File: src/rtl/seg7_dynamic_driver.sv
// Purpose : time-multiplexed driver for a dynamic 7-segment display (one digit lit per slot).
// Latency : first digit appears on the period-th edge after reset release; all outputs registered.
// Backpressure: none; the scan free-runs and inputs are sampled once per frame at the digit-0 slot.
//
// Ports:
//   clk         - system clock
//   rst_n       - asynchronous active-low reset
//   number      - packed hex value, nibble i shown on digit i (digit 0 = rightmost)
//   dots        - decimal point per digit
//   digit_en    - per-digit enable, 0 blanks that digit's slot
//   abcdefgh    - active-high segments, bit7 = a ... bit1 = g, bit0 = dot
//   digit       - active-high one-hot digit select, all-zero while blanked
//   frame_start - one-cycle pulse while digit 0 becomes active
module seg7_dynamic_driver #(
   parameter int clk_mhz    = 50,
   parameter int refresh_hz = 1000,
   parameter int w_digit    = 6
) (
   input  logic                   clk,
   input  logic                   rst_n,
   input  logic [4*w_digit-1:0]   number,
   input  logic [w_digit-1:0]     dots,
   input  logic [w_digit-1:0]     digit_en,
   output logic [7:0]             abcdefgh,
   output logic [w_digit-1:0]     digit,
   output logic                   frame_start
);

   localparam int period = clk_mhz * 1000000 / refresh_hz;
   localparam int cw     = (period > 1) ? $clog2(period) : 1;
   localparam int iw     = (w_digit > 1) ? $clog2(w_digit) : 1;

   generate
      if (period < 1 || w_digit < 1) begin : g_bad_param
         $error("seg7_dynamic_driver: period and w_digit must both be at least 1");
      end
   endgenerate

   logic [cw-1:0]          cnt;
   logic [iw-1:0]          idx;
   logic [4*w_digit-1:0]   number_sh;
   logic [w_digit-1:0]     dots_sh;
   logic [w_digit-1:0]     en_sh;

   logic                   tick;
   logic [4*w_digit-1:0]   sel_num;
   logic [w_digit-1:0]     sel_dots;
   logic [w_digit-1:0]     sel_en;
   logic [3:0]             cur_nib;
   logic                   cur_dot;
   logic                   cur_en;
   logic [6:0]             seg;

   assign tick = (cnt == cw'(period - 1));

   // The idx-0 slot shows the values being captured on that same edge, so
   // it reads the live inputs; every other slot reads the frame snapshot.
   always_comb begin
      sel_num  = number_sh;
      sel_dots = dots_sh;
      sel_en   = en_sh;
      if (idx == '0) begin
         sel_num  = number;
         sel_dots = dots;
         sel_en   = digit_en;
      end
      cur_nib = sel_num[int'(idx)*4 +: 4];
      cur_dot = sel_dots[idx];
      cur_en  = sel_en[idx];
   end

   // Segment decode, {a,b,c,d,e,f,g}.
   always_comb begin
      seg = 7'h00;
      case (cur_nib)
         4'h0: seg = 7'h7E;
         4'h1: seg = 7'h30;
         4'h2: seg = 7'h6D;
         4'h3: seg = 7'h79;
         4'h4: seg = 7'h33;
         4'h5: seg = 7'h5B;
         4'h6: seg = 7'h5F;
         4'h7: seg = 7'h70;
         4'h8: seg = 7'h7F;
         4'h9: seg = 7'h7B;
         4'hA: seg = 7'h77;
         4'hB: seg = 7'h1F;
         4'hC: seg = 7'h4E;
         4'hD: seg = 7'h3D;
         4'hE: seg = 7'h4F;
         4'hF: seg = 7'h47;
         default: seg = 7'h00;
      endcase
   end

   always_ff @(posedge clk or negedge rst_n) begin
      if (!rst_n) begin
         cnt         <= '0;
         idx         <= '0;
         number_sh   <= '0;
         dots_sh     <= '0;
         en_sh       <= '0;
         abcdefgh    <= '0;
         digit       <= '0;
         frame_start <= 1'b0;
      end else begin
         frame_start <= 1'b0;
         cnt         <= tick ? '0 : cnt + cw'(1);
         if (tick) begin
            if (idx == '0) begin
               number_sh   <= number;
               dots_sh     <= dots;
               en_sh       <= digit_en;
               frame_start <= 1'b1;
            end
            if (cur_en) begin
               digit    <= w_digit'(1) << idx;
               abcdefgh <= {seg, cur_dot};
            end else begin
               // Blanked slot still takes its dwell time; dot suppressed too.
               digit    <= '0;
               abcdefgh <= '0;
            end
            idx <= (idx == iw'(w_digit - 1)) ? '0 : idx + iw'(1);
         end
      end
   end

endmodule

File: config.mk
export PLATFORM = sky130hd
export DESIGN_NAME = seg7_dynamic_driver
export DESIGN_NICKNAME = d
export VERILOG_FILES = /design/src/rtl/seg7_dynamic_driver.sv
export SDC_FILE = /design/constraint.sdc
export NUM_CORES = 1
export LEC_CHECK = 0
export CAP_MARGIN = 20
export CELL_PAD_IN_SITES_DETAIL_PLACEMENT = 2
export CELL_PAD_IN_SITES_GLOBAL_PLACEMENT = 2
export CORE_MARGIN = 2
export CORE_UTILIZATION = 31
export CTS_BUF_LIST = sky130_fd_sc_hd__clkbuf_4
export CTS_CLUSTER_DIAMETER = 50
export DETAILED_ROUTE_END_ITERATION = 7
export PLACE_DENSITY_LB_ADDON = 0.1
export REMOVE_ABC_BUFFERS = 1
export SLEW_MARGIN = 20
export SYNTH_ARGS = -nofsm -noshare
export SYNTH_HDL_FRONTEND = slang
export SYNTH_SLANG_ARGS = --single-unit
File: constraint.sdc
create_clock -name clk -period 2.2 [get_ports clk]
set_input_delay 0.33 -clock clk [delete_from_list [all_inputs] [get_ports clk]]
set_output_delay 0.33 -clock clk [all_outputs]
set_load 0.01 [all_outputs]
After elaboration in Yosys (flattened, before gate mapping)

Memories as Yosys holds them, arrays and structs flattened.
Cells that the tools add are included.

Bits in read-only memories: 112
Memories kept: 1
Bits in latches: 0
Bits in writable memories: 0
Register bits after elaboration: 70

Memories:

| memory           | words | width | rd ports | clocked after Yosys merged registers in | wr ports | line | source |
|---|---|---|---|---|---|---|---|
| (name not given) | 16    | 7     | 1        | 0                                       | 0        | 75   | `case (cur_nib)` |

$add $sub $neg: 2
Shifts and indexed selects: 2
$lt $le $gt $ge: 1
Bitwise logic cells: 0
Div/mod/pow operators: 0
Multipliers: 0
Mux-type cells: 13
Reduce and logical (&&, ||, !) cells: 1
Equality and inequality tests: 2

Operators with widths:

| operator                                                             | number |
|---|---|
| 24-bit two-way mux                                                   | 1 |
| 24-bit by 6-bit indexed part select with 4-bit output                | 1 |
| 6-bit two-way mux                                                    | 3 |
| 16-bit by 1-bit adder with 16-bit output, second input constant      | 1 |
| 16-bit == test, second input constant                                | 1 |
| 16-bit two-way mux                                                   | 1 |
| 8-bit two-way mux                                                    | 1 |
| 1-bit binary-select mux with 3-bit select                            | 2 |
| 1-bit by 3-bit left shift with 6-bit output, first input constant    | 1 |
| 3-bit by 4-bit < comparator with 1-bit output, second input constant | 1 |
| 1-bit two-way mux                                                    | 4 |
| 3-bit by 1-bit adder with 3-bit output, second input constant        | 1 |
| 3-bit == test, second input constant                                 | 1 |
| 3-bit zero test                                                      | 1 |
| 3-bit two-way mux                                                    | 1 |

Logic depth before layout (Yosys ltp)

Gate-level depths: netlist of the first run.

Depth in word-level cells: 5
Mapped depth: 11

Least setup slack after synthesis of the first run

No wires, ideal clock.

Path kind: register to register
Start: reg idx[0]
End: reg abcdefgh[3]
Setup slack: 0.030 ns
Arrival: 2.049 ns
Cell stages (with the launch flop): 9
Path buffers: 2
Required time: 2.078 ns
Path through: dfrtp_1 buf_6 buf_12 mux4_2 nand2_1 o21ai_1 ha_1 or3_1 a32o_1

Word-level cells in the longest chain between the ends: 5
Elaborated cells on any way between the ends: 8

Ends and longest elaborated chain:

| what                                                                                                               | line   | source |
|---|---|---|
| start, declared                                                                                                    | 40     | `logic [iw-1:0] idx;` |
| start signal, assigned                                                                                             | 124    | `idx <= (idx == iw'(w_digit - 1)) ? '0 : idx + iw'(1);` |
| 3-bit zero test                                                                                                    | 62     | `if (idx == '0) begin` |
| 24-bit two-way mux or 6-bit two-way mux (tied branches)                                                            | --     |  |
| 24-bit by 6-bit indexed part select with 4-bit output or 1-bit binary-select mux with 3-bit select (tied branches) | 67, 69 |  |
| memory read 16 x 7 bit or 1-bit two-way mux (tied branches)                                                        | --     |  |
| 8-bit two-way mux (*)                                                                                              | 116    | `if (cur_en) begin` |
| end signal, assigned                                                                                               | 118    | `abcdefgh <= {seg, cur_dot};` |
| end, declared                                                                                                      | 24     | `output logic [7:0] abcdefgh,` |

Mark *: on every way between the ends. The rest lies on a longest branch, timed or not. The select of a mux whose other input is x is not followed.
A chain may end at the register's enable or synchronous reset.

Worst setup path after layout of the first run

Same ends and word-level chain as after synthesis.

==> impl_metrics.env, run 1 <==
export IMPL_antennaDiodeCount=0
export IMPL_clk_pin_slew_ns=0.12
export IMPL_num_vias=2710
export IMPL_synth_edf_count=0
export IMPL_drt_iter0_drc=49
export IMPL_postSynthCellCount=337
export IMPL_clockPowerShare_pct=43.2
export IMPL_ys_types=50
export IMPL_synth_avg_cell_area_um2=9.59
export IMPL_path_max_fanout=7
export IMPL_cp_slowest_cell="dfrtp_1"
export IMPL_overflow=0
export IMPL_start_kind="flop"
export IMPL_grt_pass1_wl_um=15000
export IMPL_skew_ns=0.0183
export IMPL_dp_hpwl_um=6510
export IMPL_yosys_area_top_type_share_pct=49.5
export IMPL_sw_frac_of_total_pct=22.7
export IMPL_synthFlopType="dfrtp_1"
export IMPL_crit_top_cell="buf_4"
export IMPL_worstPathBufferInverterCount=3
export IMPL_clock_latency_ns=0.42
export IMPL_finalCriticalPeriod_ns=2.10
export IMPL_critPathCaptureType="flop"
export IMPL_slew_headroom_pct=74.1
export IMPL_maxCapViolCount=0
export IMPL_grt_pass1_vias=2965
export IMPL_root_buffer="clkbuf_4"
export IMPL_ys_ff_latch=64
export IMPL_numCtsBuffers=9
export IMPL_nNetsFinal=466
export IMPL_cts_buffer_depth=2
export IMPL_worst_pin_slew_ns=0.386
export IMPL_instances_no_fill=560
export IMPL_hold_viol=0
export IMPL_synth_area_top_cells="dfrtp_1, nand2_1, mux2i_1, ha_1, xor2_1"
export IMPL_synth_seq_area_share_pct=49.5
export IMPL_wl_um=9010
export IMPL_area_growth_pct=33.0
export IMPL_ant_nets=0
export IMPL_combPwrFrac_pct=7.3
export IMPL_p_per_area_nw_per_um2=554
export IMPL_fillers=1132
export IMPL_numClockSinks=64
export IMPL_crit_chain="buf_6, mux2i_2, nor2_2, nor3_2, buf_4, buf_4, ha_1, or3_1, a32o_1"
export IMPL_drv_slew=0
export IMPL_synthArstFlopShare_pct=100
export IMPL_yosys_top_cells_count="nand2_1, dfrtp_1, nor2_1"
export IMPL_finish_utilization_pct=42.0
export IMPL_drt_vias_per_instance=4.84
export IMPL_cts_tree="built"
export IMPL_dp_cells=536
export IMPL_crit_family="simple AND/OR/NAND/NOR gates"
export IMPL_start_util_pct=31.6
export IMPL_die_x_um=106
export IMPL_dieArea_um2=11300
export IMPL_worstSetupPathType="flop to flop"
export IMPL_max_freq_ghz=0.476
export IMPL_core_area_um2=10200
export IMPL_internal_power_mw=1.84
export IMPL_ir_worst_vdd_v=0.000293
export IMPL_netSwitchingPower_mw=0.541
export IMPL_io_pins=53
export IMPL_drt_first_pass_iters=4
export IMPL_drive_above_1_share_pct=16.0
export IMPL_syn_cell_area_um2=3230
export IMPL_portBuffers=52
export IMPL_hp_class="input pin to flop"
export IMPL_crit_arrival_ns=2.41
export IMPL_place_gp_congestion=0.849
export IMPL_cpPeakStageDelay_ns=0.43
export IMPL_drcViolationCount=0
export IMPL_antenna_found_initial=0
export IMPL_grt_max_degree=65
export IMPL_die_y_um=106
export IMPL_crit_required_ns=2.51
export IMPL_finalSetupViolations=0
export IMPL_power_leakage_nw=1.91
export IMPL_seq_power_share_pct=49.4
export IMPL_synth_most_common_cell="nand2_1"
export IMPL_outcome="completed"
export IMPL_synth_warnings=0
export IMPL_grt_usage_pct=17.0
export IMPL_yosysTopAreaCell="dfrtp_1"
export IMPL_num_rows=37
export IMPL_fin_crit_sh_pct=95.4
export IMPL_routedWlPerCell_um=16.1
export IMPL_h_tree_depth=3
export IMPL_finalSetupTns_ns=0
## sequential cells by signal, indices dropped and copies added, names as in the netlist
name and cells:
dots_sh 5, en_sh 5, number_sh 20, digit 6
frame_start 1, abcdefgh 8, idx 3, cnt 16
## stage by stage
stage	power (mW)	hold slack, ns	cell area [um^2]	worst slack, ns
after global routing	2.47	0.429	4300	-0.0201
after detailed placement	1.37	0.388	4040	-0.226
final	2.38	0.428	4300	0.101
after global placement	1.37	0.381	4040	-0.224
after floorplan	1.24	0.0344	3130	-0.362
after CTS	2.41	0.412	4230	0.0230
## final timing paths
| kind | cells after the start | slack [ns] | from | to |
|---|---|---|---|---|
| worst max-delay path | 9 | 0.10 | idx[0]$_DFFE_PN0N_ | abcdefgh[3]$_DFFE_PN0N_ |
| worst min-delay path | 3 | 0.43 | digit_en[5] | en_sh[5]$_DFFE_PN0N_ |
| worst max register to register | 9 | 0.10 | idx[0]$_DFFE_PN0N_ | abcdefgh[3]$_DFFE_PN0N_ |
| worst min register to register | 2 | 0.48 | dots_sh[5]$_DFFE_PN0N_ | dots_sh[5]$_DFFE_PN0N_ |
| max in group asynchronous | 3 | 1.42 | rst_n | idx[2]$_DFFE_PN0N_ |
| min in group asynchronous | 3 | 0.44 | rst_n | cnt[11]$_DFF_PN0_ |
## layout make-up
| class | instances | area [um^2] | area share [%] |
|---|---|---|---|
| flip-flops and latches | 64 | 1600 | 37.3 |
| multi-input cells | 248 | 1510 | 35.1 |
| repair buffers | 86 | 802 | 18.6 |
| well taps | 136 | 170 | 3.96 |
| clock inverters | 7 | 110 | 2.56 |
| clock buffers | 9 | 67.6 | 1.57 |
| inverters | 10 | 37.5 | 0.873 |
## power groups by stage
stage	sequential, mW	clock [mW]	combinational (mW)
after floorplan	1.20	0	0.0413
after global placement	1.20	0	0.168
after detailed placement	1.20	0	0.172
after CTS	1.18	1.06	0.175
after global routing	1.18	1.10	0.192
final	1.18	1.03	0.174
## logic make-up (layout without fill, tap and decap cells)
group	count (synthesis)	after routing	share of synthesized area [%]
AOI/OAI and AO/OA	43	43	9.33
xor gates and xnor gates	14	14	3.79
adders and majority gates	9	9	3.48
buffers and inverters	25	112	4.33
DFF	64	64	49.5
muxes	16	16	6.15
and+or+nand+nor	166	166	23.4
## cells in the final DEF (no fill, tap or decap), types with 5 or more instances in the layout
master / n
xor2_1: 9
clkbuf_4: 9
o21ai_0: 12
clkdlybuf4s50_1: 51
inv_1: 9
xnor2_1: 5
nand2_1: 105
ha_1: 8
mux2i_1: 11
buf_4: 30
nand3_1: 12
nor2_1: 19
dfrtp_1: 62
## worst register-to-register path, delay by kind of cell (launching register included)
| family | cells | cell delay, ns |
|---|---|---|
| simple gates | 3 | 0.54 |
| buf+inv | 3 | 0.44 |
| flops | 1 | 0.43 |
| compound gates | 1 | 0.25 |
| fa+ha+maj | 1 | 0.19 |
| mux | 1 | 0.16 |
## routing by layer
layer / track usage, % / wire, um
met2: 28.8 / 4450
met3: 2.45 / 228
met5: 0 / 0
met4: 6.48 / 163
met1: 22.0 / 4160
## timing repair
item | 4_1_cts | 5_1_grt
pin swaps | 0 | 1
hold buffers | 1 | 0
endpoints found under the setup margin | 1 | 5
endpoints found under the hold margin | 64 | 0
buffers inserted | 0 | 7
gates cloned | 0 | 0
resized for setup | 1 | 7
No activity file was read; power rests on OpenSTA's default activity.
==> run 2, diff against run 1 <==
- CORE_MARGIN: 2 -> 10
==> impl_metrics.env, run 2 (synthesized netlist as in run 1, its figures left out) <==
export IMPL_outcome="completed"
export IMPL_grt_pass1_vias=3156
export IMPL_dp_hpwl_um=7090
export IMPL_drv_slew=0
export IMPL_fillers=1138
export IMPL_netSwitchingPower_mw=0.550
export IMPL_largest_reg_flops=20
export IMPL_dr_wl_met3_um=301
export IMPL_cts_tree="built"
export IMPL_finalCriticalPeriod_ns=2.13
export IMPL_dp_worst_setup_slack_ns=-0.238
export IMPL_numCtsBuffers=9
export IMPL_grt_max_degree=29
export IMPL_cpPeakStageDelay_ns=0.48
export IMPL_ir_worst_vdd_v=0.000209
export IMPL_dieArea_um2=14900
export IMPL_drt_vias_per_instance=4.91
export IMPL_start_kind="flop"
export IMPL_finalSetupViolations=0
export IMPL_nNetsFinal=461
export IMPL_hp_class="input pin to asynchronous set/reset pin"
export IMPL_worst_hold_slack_ns=0.405
export IMPL_final_cell_mix="nand2_1, dfrtp_1, clkdlybuf4s50_1"
export IMPL_grt_pass1_wl_um=16100
export IMPL_die_y_um=122
export IMPL_postLayoutCellArea_um2=4290
export IMPL_grt_usage_pct=13.7
export IMPL_drcViolationCount=0
export IMPL_drt_iter0_drc=66
export IMPL_layout_commonest_cell="nand2_1"
export IMPL_root_buffer="clkbuf_4"
export IMPL_worstSetupPathType="flop to flop"
export IMPL_die_x_um=122
export IMPL_critPathCaptureType="flop"
export IMPL_combPwrFrac_pct=7.5
export IMPL_wl_um=9620
export IMPL_regMostFlops="number_sh"
export IMPL_clk_pin_slew_ns=0.12
export IMPL_drt_met1_wl_um=4320
export IMPL_drive_above_1_share_pct=16.7
export IMPL_worst_pin_slew_ns=0.570
export IMPL_area_growth_pct=32.6
export IMPL_overflow=0
export IMPL_fin_crit_sh_pct=96.8
export IMPL_core_area_um2=10200
export IMPL_worstPathBufferInverterCount=1
export IMPL_cp_slowest_cell="dfrtp_2"
export IMPL_clockPowerShare_pct=43.2
export IMPL_seq_power_share_pct=49.2
export IMPL_total_power_mw=2.39
export IMPL_place_gp_congestion=0.850
export IMPL_maxCapViolCount=0
export IMPL_crit_chain="or2b_4, nor2_2, nor3_4, buf_4, ha_1, or3_1, a32o_1"
export IMPL_internal_power_mw=1.84
export IMPL_setup_slack_ns=0.0704
export IMPL_top_layer_used="met4"
export IMPL_wl_met2_um=4810
export IMPL_crit_family="simple AND/OR/NAND/NOR gates"
export IMPL_max_freq_ghz=0.470
export IMPL_cts_buffer_depth=2
export IMPL_p_per_area_nw_per_um2=558
export IMPL_crit_arrival_ns=2.46
export IMPL_clock_latency_ns=0.44
export IMPL_h_tree_depth=3
export IMPL_antenna_found_initial=0
export IMPL_io_pins=53
export IMPL_skew_ns=0.0168
export IMPL_place_area_um2=4050
export IMPL_crit_required_ns=2.53
export IMPL_path_max_fanout=7
export IMPL_sw_frac_of_total_pct=23.0
export IMPL_numClockSinks=64
export IMPL_ant_nets=0
export IMPL_power_leakage_nw=1.89
export IMPL_routedWlPerCell_um=17.3
export IMPL_num_rows=37
export IMPL_portBuffers=52
export IMPL_reg_largest_list="number_sh: 20 flops, cnt: 16 flops, abcdefgh: 8 flops"
export IMPL_antennaDiodeCount=0
export IMPL_num_vias=2724
export IMPL_slew_headroom_pct=62.0
export IMPL_drt_first_pass_iters=4
export IMPL_start_util_pct=31.6
export IMPL_hold_viol=0
-- run 2: through the flow --
step,util (%),instances,setup TNS [ns]
floorplan,-,322,-10.83
global placement,39.6,536,-0.878
detailed placement,39.6,536,-1.08
CTS,41.5,553,0
global route,41.9,555,-0.0223
finish,41.9,555,0
-- run 2: metal layers --
metal / vias up / global-route usage (%)
met5: - / 0
met4: 0 / 6.63
met3: 12 / 3.10
met2: 43 / 23.0
met1: 1373 / 16.2
li1: 1296 / -
-- run 2: worst paths after layout --
kind	to	slack (ns)	cells after the start	from
max reg2reg	abcdefgh[3]$_DFFE_PN0N_	0.07	7	idx[2]$_DFFE_PN0N_
min	cnt[8]$_DFF_PN0_	0.40	2	rst_n
max in group asynchronous	idx[0]$_DFFE_PN0N_	1.22	3	rst_n
max	abcdefgh[3]$_DFFE_PN0N_	0.07	7	idx[2]$_DFFE_PN0N_
min reg2reg	number_sh[8]$_DFFE_PN0N_	0.49	2	number_sh[8]$_DFFE_PN0N_
min in group clk	en_sh[5]$_DFFE_PN0N_	0.41	3	digit_en[5]
-- run 2: repair_timing --
item                                   4_1_cts  5_1_grt
setup endpoints to repair                    4        7
pin swaps                                    0        1
hold buffers                                 1        0
resized for setup                            2       13
buffers inserted                             0        2
endpoints found under the hold margin       20        0
-- run 2: layout make-up --
class,instances,area (um^2),share of cell area (%)
sequential,64,1610,37.4
multi-input combinational,248,1520,35.5
timing repair buffer,81,777,18.1
tap,136,170,3.97
clock inverter,7,110,2.57
clock buffer,9,67.6,1.58
inverter,10,37.5,0.875
-- run 2: power groups by stage --
stage | Clock (mW) | Sequential, mW | Combinational [mW]
6_report | 1.03 | 1.18 | 0.180
5_1_grt | 1.12 | 1.18 | 0.200
4_1_cts | 1.07 | 1.18 | 0.180
3_5_place_dp | 0 | 1.20 | 0.177
3_3_place_gp | 0 | 1.20 | 0.172
2_1_floorplan | 0 | 1.20 | 0.0413
==> run 3, diff against run 2 <==
- CORE_MARGIN: 10 -> unset
==> impl_metrics.env, run 3 (synthesized netlist as in run 1, its figures left out) <==
export IMPL_outcome="completed"
export IMPL_numClockSinks=64
export IMPL_nNetsFinal=463
export IMPL_maxCapViolCount=0
export IMPL_max_freq_ghz=0.473
export IMPL_instances_no_fill=554
export IMPL_grt_pass1_vias=3075
export IMPL_grt_usage_pct=18.2
export IMPL_core_area_um2=9950
export IMPL_io_pins=53
export IMPL_skew_ns=0.0125
export IMPL_path_max_fanout=4
export IMPL_grt_pass1_wl_um=15500
export IMPL_cts_buffer_depth=2
export IMPL_dieArea_um2=10800
export IMPL_die_y_um=104
export IMPL_setup_slack_ns=0.0837
export IMPL_antennaDiodeCount=0
export IMPL_p_per_area_nw_per_um2=536
export IMPL_antenna_found_initial=0
export IMPL_largest_reg_flops=20
export IMPL_die_x_um=104
export IMPL_finalSetupViolations=0
export IMPL_drt_first_pass_iters=4
export IMPL_dp_worst_setup_slack_ns=-0.253
export IMPL_numCtsBuffers=9
export IMPL_portBuffers=52
export IMPL_area_growth_pct=31.8
export IMPL_reg_largest_list="number_sh: 20 flops, cnt: 16 flops, abcdefgh: 8 flops"
export IMPL_fillers=1091
export IMPL_r2r_slack_ns=0.08
export IMPL_dp_cells=535
export IMPL_ant_nets=0
export IMPL_power_leakage_nw=1.89
export IMPL_hold_end="number_sh[15]$_DFFE_PN0N_"
export IMPL_place_gp_congestion=0.840
export IMPL_root_buffer="clkbuf_4"
export IMPL_drive_above_1_share_pct=16.4
export IMPL_hold_viol=0
export IMPL_finalSetupTns_ns=0
export IMPL_r2r_end="abcdefgh[3]$_DFFE_PN0N_"
export IMPL_drt_vias_per_instance=4.86
export IMPL_dp_hpwl_um=6480
export IMPL_reg2reg_depth=9
export IMPL_critPathCaptureType="flop"
export IMPL_drv_slew=0
export IMPL_num_rows=36
export IMPL_place_area_um2=4050
export IMPL_ir_worst_vdd_v=0.000222
export IMPL_cts_tree="built"
export IMPL_postLayoutCellArea_um2=4260
export IMPL_clock_latency_ns=0.42
export IMPL_layout_commonest_cell="nand2_1"
export IMPL_final_cell_mix="nand2_1, dfrtp_1, clkdlybuf4s50_1"
export IMPL_slew_headroom_pct=72.1
export IMPL_rsz0062_at_grt="true"
export IMPL_hp_class="input pin to flop"
export IMPL_finish_utilization_pct=42.8
export IMPL_routedWlPerCell_um=16.0
export IMPL_num_vias=2693
export IMPL_crit_arrival_ns=2.43
export IMPL_fin_crit_sh_pct=96.2
export IMPL_grt_max_degree=65
export IMPL_regMostFlops="number_sh"
export IMPL_worst_pin_slew_ns=0.415
export IMPL_worstSetupPathType="flop to flop"
export IMPL_start_util_pct=32.5
export IMPL_whs_path_depth=3
export IMPL_finalCriticalPeriod_ns=2.12
export IMPL_drcViolationCount=0
export IMPL_clk_pin_slew_ns=0.11
export IMPL_r2r_start="idx[0]$_DFFE_PN0N_"
export IMPL_wl_um=8850
export IMPL_h_tree_depth=3
export IMPL_overflow=0
export IMPL_crit_required_ns=2.52
export IMPL_start_kind="flop"
export IMPL_min_delay_start="number[15]"
export IMPL_drt_iter0_drc=69
==> run 3: cell types whose count changed in the layout (fill, tap and decap cells not counted), sizes merged <==
cell | before | now
clkbuf | 9 | 12
buf | 29 | 31
bufinv | 3 | 2
clkinv | 3 | 2
clkinvlp | 1 | 0
==> run 3: layer usage <==
metal  global-route usage, %  part of all wire (%)  wire (um)  vias up
met4                    5.82                   1.4        121        0
met5                       0                     0          0        -
met2                    30.1                    47       4160       45
met3                    4.01                   3.0        266       11
met1                    23.5                    49       4300     1342
li1                        -                     -          -     1295
==> run 3: worst max-delay path, cell delays in order (launching register included) <==
cell     delay, ns
dfrtp_2       0.47
buf_6         0.15
mux2i_2       0.15
nor2_1        0.09
nor3_1        0.06
buf_4         0.13
buf_4         0.15
ha_1          0.19
or3_1         0.37
a32o_1        0.26
==> run 3: where the power goes <==
| part | internal, mW | leakage, nW | switching [mW] |
|---|---|---|---|
| sequential | 1.18 | 0.681 | 0.000603 |
| combinational | 0.0953 | 1.12 | 0.0756 |
| clock | 0.495 | 0.0890 | 0.444 |
| total | 1.77 | 1.89 | 0.520 |
==> run 3: how the worst max path moves through the flow <==
stage / startpoint / endpoint / slack, ns
final: idx[0]$_DFFE_PN0N_ / abcdefgh[3]$_DFFE_PN0N_ / 0.08
after global routing: idx[0]$_DFFE_PN0N_ / abcdefgh[3]$_DFFE_PN0N_ / -0.03
after CTS: idx[1]$_DFFE_PN0N_ / abcdefgh[3]$_DFFE_PN0N_ / 0.009
after detailed placement: number[1] / abcdefgh[3]$_DFFE_PN0N_ / -0.25
after global placement: number[1] / abcdefgh[3]$_DFFE_PN0N_ / -0.21
after floorplan: idx[0]$_DFFE_PN0N_ / abcdefgh[3]$_DFFE_PN0N_ / -0.36
==> run 3: area by class of cell <==
class / instances / area, um^2 / area share, %
Tap cell: 133 / 166 / 3.90
Clock buffer: 12 / 90.1 / 2.11
Multi-Input combinational cell: 248 / 1510 / 35.5
Sequential cell: 64 / 1600 / 37.6
Timing Repair Buffer: 83 / 783 / 18.4
Inverter: 10 / 37.5 / 0.881
Clock inverter: 4 / 68.8 / 1.61
==> run 3: what timing repair did <==
| action | 4_1_cts | 5_1_grt |
|---|---|---|
| setup buffers | 0 | 2 |
| hold endpoints to repair | 64 | 0 |
| setup endpoints to repair | 5 | 6 |
| pin swaps | 0 | 2 |
| gates resized for setup | 4 | 8 |
| hold buffers | 1 | 0 |
==> run 3: stage by stage <==
| step | power [mW] | hold WS, ns |
|---|---|---|
| floorplan | 1.24 | 0.0344 |
| global placement | 1.37 | 0.386 |
| detailed placement | 1.37 | 0.383 |
| CTS | 2.32 | 0.404 |
| global route | 2.39 | 0.404 |
| finish | 2.29 | 0.421 |
